## src/rtl/fetch_unit.sv

```systemverilog
// fetch_unit -- instruction fetch front end with an in-order instruction queue.
//
// Issues word-aligned fetch requests from fetch_pc, allocates a queue slot per
// granted request and fills slots in order as responses return. Decode pops
// the head with a valid/ready handshake. A redirect (or reset) flushes the
// queue and retargets fetch; responses to requests already in flight at that
// moment are discarded by a drop counter instead of being written.
//
// Ports
//   clk, rst          clock, synchronous active-high reset
//   redirect          flush and refetch from redirect_pc (word aligned)
//   imem_req/addr     fetch request and byte address
//   imem_gnt          memory accepted the request this cycle
//   imem_rvalid/rdata in-order response
//   instr_valid/instr/instr_pc  queue head towards decode
//   instr_ready       decode consumes the head
module fetch_unit #(
   parameter int          DEPTH    = 4,
   parameter logic [31:0] RESET_PC = 32'h0000_0000
) (
   input  logic        clk,
   input  logic        rst,
   input  logic        redirect,
   input  logic [31:0] redirect_pc,
   output logic        imem_req,
   output logic [31:0] imem_addr,
   input  logic        imem_gnt,
   input  logic        imem_rvalid,
   input  logic [31:0] imem_rdata,
   output logic        instr_valid,
   output logic [31:0] instr,
   output logic [31:0] instr_pc,
   input  logic        instr_ready
);

   localparam int AW = $clog2(DEPTH);
   localparam int CW = $clog2(DEPTH) + 1;       // counts 0..DEPTH
   localparam int DW = $clog2(2 * DEPTH) + 1;   // drop counter

   typedef struct packed {
      logic [31:0] pc;
      logic [31:0] word;
   } slot_t;

   slot_t [DEPTH-1:0] slot_q, slot_d;
   logic [AW-1:0]     head_q, head_d;
   logic [CW-1:0]     occ_q, occ_d;       // allocated slots, filled or not
   logic [CW-1:0]     nfill_q, nfill_d;   // filled slots, contiguous from head
   logic [DW-1:0]     drop_q, drop_d;
   logic [31:0]       pc_q, pc_d;

   logic              grant, drop_hit, fill, pop;
   logic [AW-1:0]     tail_idx, fill_idx;
   logic [CW-1:0]     unfilled;

   // Request decision uses pre-edge occupancy, so a pop does not free a slot
   // for a request in the same cycle.
   assign imem_req    = !rst && !redirect && (occ_q < CW'(DEPTH));
   assign imem_addr   = pc_q;
   assign grant       = imem_req && imem_gnt;

   // Older (dropped) requests always return before newer ones.
   assign drop_hit    = imem_rvalid && (drop_q != '0);
   assign fill        = imem_rvalid && (drop_q == '0);

   assign instr_valid = (nfill_q != '0);
   assign instr       = instr_valid ? slot_q[head_q].word : 32'h0;
   assign instr_pc    = instr_valid ? slot_q[head_q].pc   : 32'h0;
   assign pop         = instr_valid && instr_ready;

   // Slot index arithmetic wraps naturally because DEPTH is a power of two.
   assign tail_idx    = head_q + occ_q[AW-1:0];
   assign fill_idx    = head_q + nfill_q[AW-1:0];
   assign unfilled    = occ_q - nfill_q;

   always_comb begin
      slot_d  = slot_q;
      head_d  = head_q + AW'(pop);
      occ_d   = occ_q + CW'(grant) - CW'(pop);
      nfill_d = nfill_q + CW'(fill) - CW'(pop);
      drop_d  = drop_q - DW'(drop_hit);
      pc_d    = grant ? pc_q + 32'd4 : pc_q;

      if (grant) slot_d[tail_idx].pc  = pc_q;
      if (fill)  slot_d[fill_idx].word = imem_rdata;

      // Flush: every granted request whose response is not back yet, minus
      // one returning this very cycle, must be discarded when it arrives.
      // Reset does the same since memory keeps answering across our reset.
      if (rst || redirect) begin
         drop_d  = drop_q - DW'(drop_hit) + DW'(unfilled) - DW'(fill);
         head_d  = '0;
         occ_d   = '0;
         nfill_d = '0;
         pc_d    = {redirect_pc[31:2], 2'b00};
      end
   end

   always_ff @(posedge clk) begin
      slot_q <= slot_d;
      drop_q <= drop_d;
      if (rst) begin
         pc_q    <= RESET_PC;
         head_q  <= '0;
         occ_q   <= '0;
         nfill_q <= '0;
      end else begin
         pc_q    <= pc_d;
         head_q  <= head_d;
         occ_q   <= occ_d;
         nfill_q <= nfill_d;
      end
   end

endmodule
```

## config.mk

```make
export PLATFORM = sky130hd
export DESIGN_NAME = fetch_unit
export DESIGN_NICKNAME = d
export VERILOG_FILES = /design/src/rtl/fetch_unit.sv
export SDC_FILE = /design/constraint.sdc
export NUM_CORES = 1
export LEC_CHECK = 0
export BUFFER_PORTS_ARGS = -buffer_cell sky130_fd_sc_hd__buf_2
export CAP_MARGIN = 20
export CORE_MARGIN = 2
export CORE_UTILIZATION = 62
export CTS_CLUSTER_SIZE = 12
export DETAILED_ROUTE_END_ITERATION = 7
export PLACE_DENSITY = 0.85
export SETUP_SLACK_MARGIN = 0.15
export SYNTH_ARGS = -nofsm -noshare
export SYNTH_HDL_FRONTEND = slang
export SYNTH_SLANG_ARGS = --single-unit
```

## constraint.sdc

```tcl
create_clock -name clk -period 10.1 [get_ports clk]
set_input_delay 0 -clock clk [delete_from_list [all_inputs] [get_ports clk]]
set_output_delay 0 -clock clk [all_outputs]
set_load 0.1 [all_outputs]
```

# Word-level counts from Yosys, hierarchy flattened

Cells that the tools add are included.

Add/subtract/negate cells: 12
Reduce and logical (&&, ||, !) cells: 16
Multiplexer cells: 15
Magnitude comparators: 6

Operators with widths:

| kind                    | number |
|---|---|
| $bwmux W256             | 2 |
| $mux W256               | 2 |
| $demux W64 S2           | 2 |
| $mux W32                | 5 |
| $bmux W64 S2            | 1 |
| $mux W64                | 2 |
| $add A32 B3 Y32 const B | 1 |
| $lt A2 B3 Y1 const B    | 3 |
| $logic_and A1 B1 Y1     | 8 |
| $sub A4 B1 Y4           | 2 |
| $add A3 B1 Y3           | 2 |
| $sub A3 B1 Y3           | 2 |
| $add A2 B2 Y2           | 2 |
| $add A4 B3 Y4           | 1 |
| $ge A2 B1 Y1 const B    | 2 |
| $logic_not A4 Y1        | 1 |
| $mux W4                 | 1 |
| $reduce_bool A4 Y1      | 1 |
| $lt A3 B3 Y1 const B    | 1 |
| $reduce_bool A3 Y1      | 1 |
| $sub A3 B3 Y3           | 1 |
| $add A2 B1 Y2           | 1 |
| $logic_not A1 Y1        | 2 |
| $reduce_bool A2 Y1      | 1 |
| 2 further kinds         | 2 |

Input port bits: 70
Output and inout port bits: 98
Word-level logic and storage cells: 63
Register bits after elaboration: 300

# Logic depth before layout (Yosys ltp)

Word-level depth: 9
Mapped depth: 12
Depth with buffers taken out: 12

# Least setup slack after synthesis

No wires, ideal clock.

Kind: reg-to-reg
Start: register occ_q[2]
End: register slot_q[34] in the netlist's numbering, enable pin
Buffers on the path: 1
Required time: 9645 ps
Clock period less this slack: 3504 ps
Library setup time: 455 ps
Slack: 6596 ps
Stages on the path, launching flop included: 5
Data arrival time: 3049 ps
Cells stage by stage: dfxtp_1 > clkbuf_1 > nor4b_4 > inv_1 > nor3_1

Cells in the longest elaborated chain, start to end: 6

RTL lines:

| item                   | RTL line | text |
|---|---|---|
| from (decl)            | 47       | `logic [CW-1:0] occ_q, occ_d;` |
| from (signal assigned) | 105      | `occ_q <= '0;` |
| from (signal assigned) | 110      | `occ_q <= occ_d;` |
| $lt A3 B3 Y1 *         | 58       | `assign imem_req = !rst && !redirect && (occ_q < CW'(DEPTH));` |
| $logic_and A1 B1 Y1 *  | 58       |  |
| $logic_and A1 B1 Y1 *  | 60       | `assign grant = imem_req && imem_gnt;` |
| $mux W256 *            | 84       | `if (grant) slot_d[tail_idx].pc = pc_q;` |
| $bwmux W256            | 85       | `if (fill) slot_d[fill_idx].word = imem_rdata;` |
| $mux W256 *            | 85       |  |
| to (signal assigned)   | 100      | `slot_q <= slot_d;` |
| to (decl)              | 45       | `slot_t [DEPTH-1:0] slot_q, slot_d;` |

Mark *: on every way between the ends. The rest lies on a longest branch, timed or not.
A chain may end at the register's enable or synchronous reset.

==> flow_summary.ini <==
[route]
routedWlPerCell_um = 20.02
first_pass_iters = 5
num_vias = 8135
drt_iter0_markers = 705
via_per_inst = 5.912
wl_um = 27550
drtAntennaViolNets = 0
drc = 0

[worst_setup_path]
r2r-end = slot_q[214]$_DFFE_PP_
crit_top_cell = buf_4
cp_slowest_cell = buf_4
r2r_cells = 7
cp-start-kind = register
crit_fanout = 41
r2r-start = head_q[0]$_SDFF_PP0_
critPathKind = reg -> reg
required_ns = 10.50
slowest_delay_ns = 0.74
cp.arrival_ns = 3.94
crit_start = head_q[0]$_SDFF_PP0_
worstPathCellList = buf_4 -> ha_1 -> xnor2_1 -> xor2_1 -> nor2_4 -> buf_4 -> and2_1
end_kind = register
rrSetupSlack_ns = 6.56

[floorplanning]
start_util_pct = 63.41
coreArea_um2 = 20360
io_pins = 168
die_w_um = 148.3
row_count = 52
die-area_um2 = 22000
die_h_um = 148.3

[sta]
min_period_over_period_pct = 35.04
slew_headroom_pct = 33.45
finalCriticalPeriod_ns = 3.539
tightestPinTransition_ns = 0.9982
hold_viol = 0
maxSlewViolCount = 0
rsz0062_at_grt = false
fin_tns_setup_ns = 0
finalSetupViolCount = 0
clock_skew_ns = 0.01886
clock.fmax_ghz = 0.2826

[clock_network]
clkSinkCount = 290
cts_buffers = 30
cts_setup_buffers = 0
htreeDepth = 1
path_clk_slew_ns = 0.06
clock_latency_ns = 0.55
clockBufferDepth = 3
cts_root_buf = clkbuf_16
tritoncts = yes

[hold_path]
min_path_cells = 5
hold_end = drop_q[0]$_DFF_P_
min_from = imem_rvalid
hold_path_class = in -> reg

[placed_design]
place_hpwl_um = 16020
gp_congestion = 0.8495
dpl_cell_area_um2 = 13970
portBuffers = 161

[logic_synthesis]
synth.cell_area_um2 = 12910
postSynthCellCount = 863
synth_top_area_share_pct = 57.67
synth_enable_flop_cells = 248
synth_warnings = 0
synth_cell_types = 51
synth_common_cells = edfxtp_1, and2_1, nor2b_1
ys_seq_area_share_pct = 64.18
synthArstFlopShare_pct = 0
synth.area.top_cells = edfxtp_1, mux4_2, dfxtp_1, and2_1, nor2b_1
synth_top_cell_by_area = edfxtp_1
ys_ff_latch = 290
synthMostInstantiatedCell = edfxtp_1
ys.flop_type = edfxtp_1
syn_avg_cell_area_um2 = 14.96

[pwr]
power.leakage_uw = 0.005330
ir_drop_v = 0.0001791
power_density_nw_per_um2 = 196.0

[final_layout]
finalNetCount = 1176
drive_gt1_share_pct = 26.49
antenna_cells = 0
multi_input_area_um2 = 4349
post-route-util_pct = 76.49
final_area_um2 = 15580
seq_area_um2 = 8293
areaGrowthSynthToFinish_pct = 20.63
fillers = 1117

[global_routing]
antenna_found_initial = 0
grt_pass1_wl_um = 43090
grt_max_degree = 68
grt_use_total_pct = 25.19
grt_pass1_vias = 8278
grt-ovfl-total = 0

[flow_run]
drv_cap = 0

[status]
status = finished, final reports clean
timing repair:
action                     CTS  global route
resized for setup            0             0
hold buffers                68             0
setup endpoints to repair    0             0
hold endpoints to repair   158             0
cells by family (layout without fill, tap and decap cells):
family | count (synthesis) | in the layout | share of synthesized area, %
other | 1 | 4 | 0.02904
multiplexers | 65 | 65 | 11.05
flip-flops | 290 | 290 | 64.18
XOR/XNOR | 28 | 28 | 1.899
adder cells (fa/ha/maj) | 20 | 20 | 2.170
AO/OA/AOI/OAI | 54 | 54 | 3.091
buffers and inverters | 77 | 317 | 2.577
AND/OR/NAND/NOR | 328 | 328 | 15.01
report_power, final:
group          total [µW]  internal, µW  switching [µW]
clock                1030           606             428
combinational         632           175             457
sequential           1390          1350            42.2
through the flow:
stage	hold WS, ns	total power (µW)	instances	setup slack (ns)
2_1_floorplan	0.1339	1904	866	6.596
3_3_place_gp	0.2542	2003	1256	6.496
3_5_place_dp	0.2648	2020	1256	6.461
4_1_cts	0.01475	3062	1376	6.427
5_1_grt	0.06037	3159	1376	6.184
6_report	0.04362	3053	1376	6.561
cells in the final DEF (no fill, tap or decap), types with 19 or more instances in the layout:
| cell | n |
|---|---|
| xnor2_1 | 19 |
| dlygate4sd3_1 | 68 |
| nor2_1 | 40 |
| inv_1 | 22 |
| mux4_2 | 62 |
| nor2b_1 | 65 |
| and2_1 | 133 |
| edfxtp_1 | 248 |
| buf_2 | 161 |
| clkbuf_16 | 30 |
| dfxtp_1 | 40 |
flip-flops by register name (all words and copies together), names as in the netlist:
name,cells
drop_q,4
occ_q,3
imem_addr,30
head_q,2
nfill_q,3
slot_q,248
critical path, delay by kind of cell, from the launching register on:
| family | cells | cell delay (ns) |
|---|---|---|
| xor+xnor | 2 | 0.38 |
| flops | 1 | 0.67 |
| simple gates | 2 | 0.77 |
| fa+ha+maj | 1 | 0.29 |
| buf+inv | 2 | 1.24 |
worst max-delay path by stage:
| stage | to | slack (ns) | depth (start not counted) |
|---|---|---|---|
| 3_5_place_dp | slot_q[101]$_DFFE_PP_ | 6.46 | 6 |
| 5_1_grt | slot_q[102]$_DFFE_PP_ | 6.18 | 6 |
| 2_1_floorplan | slot_q[34]$_DFFE_PP_ | 6.60 | 4 |
| 6_report | slot_q[214]$_DFFE_PP_ | 6.56 | 7 |
| 3_3_place_gp | slot_q[101]$_DFFE_PP_ | 6.50 | 6 |
| 4_1_cts | slot_q[109]$_DFFE_PP_ | 6.43 | 6 |
layer usage:
layer,global-route usage [%],wire (µm)
met5,0,0
met4,8.190,816
met3,3.926,1974
met2,45.28,14270
met1,31.61,10490
layout make-up:
class | count | share of cell area, %
Clock buffer | 45 | 5.502
Clock inverter | 7 | 0.4337
Inverter | 23 | 0.5703
Multi-Input combinational cell | 499 | 27.92
Sequential cell | 290 | 53.24
Tap cell | 270 | 2.169
Timing Repair Buffer | 242 | 10.17
Note: power is estimated with default switching activity, not from simulation.
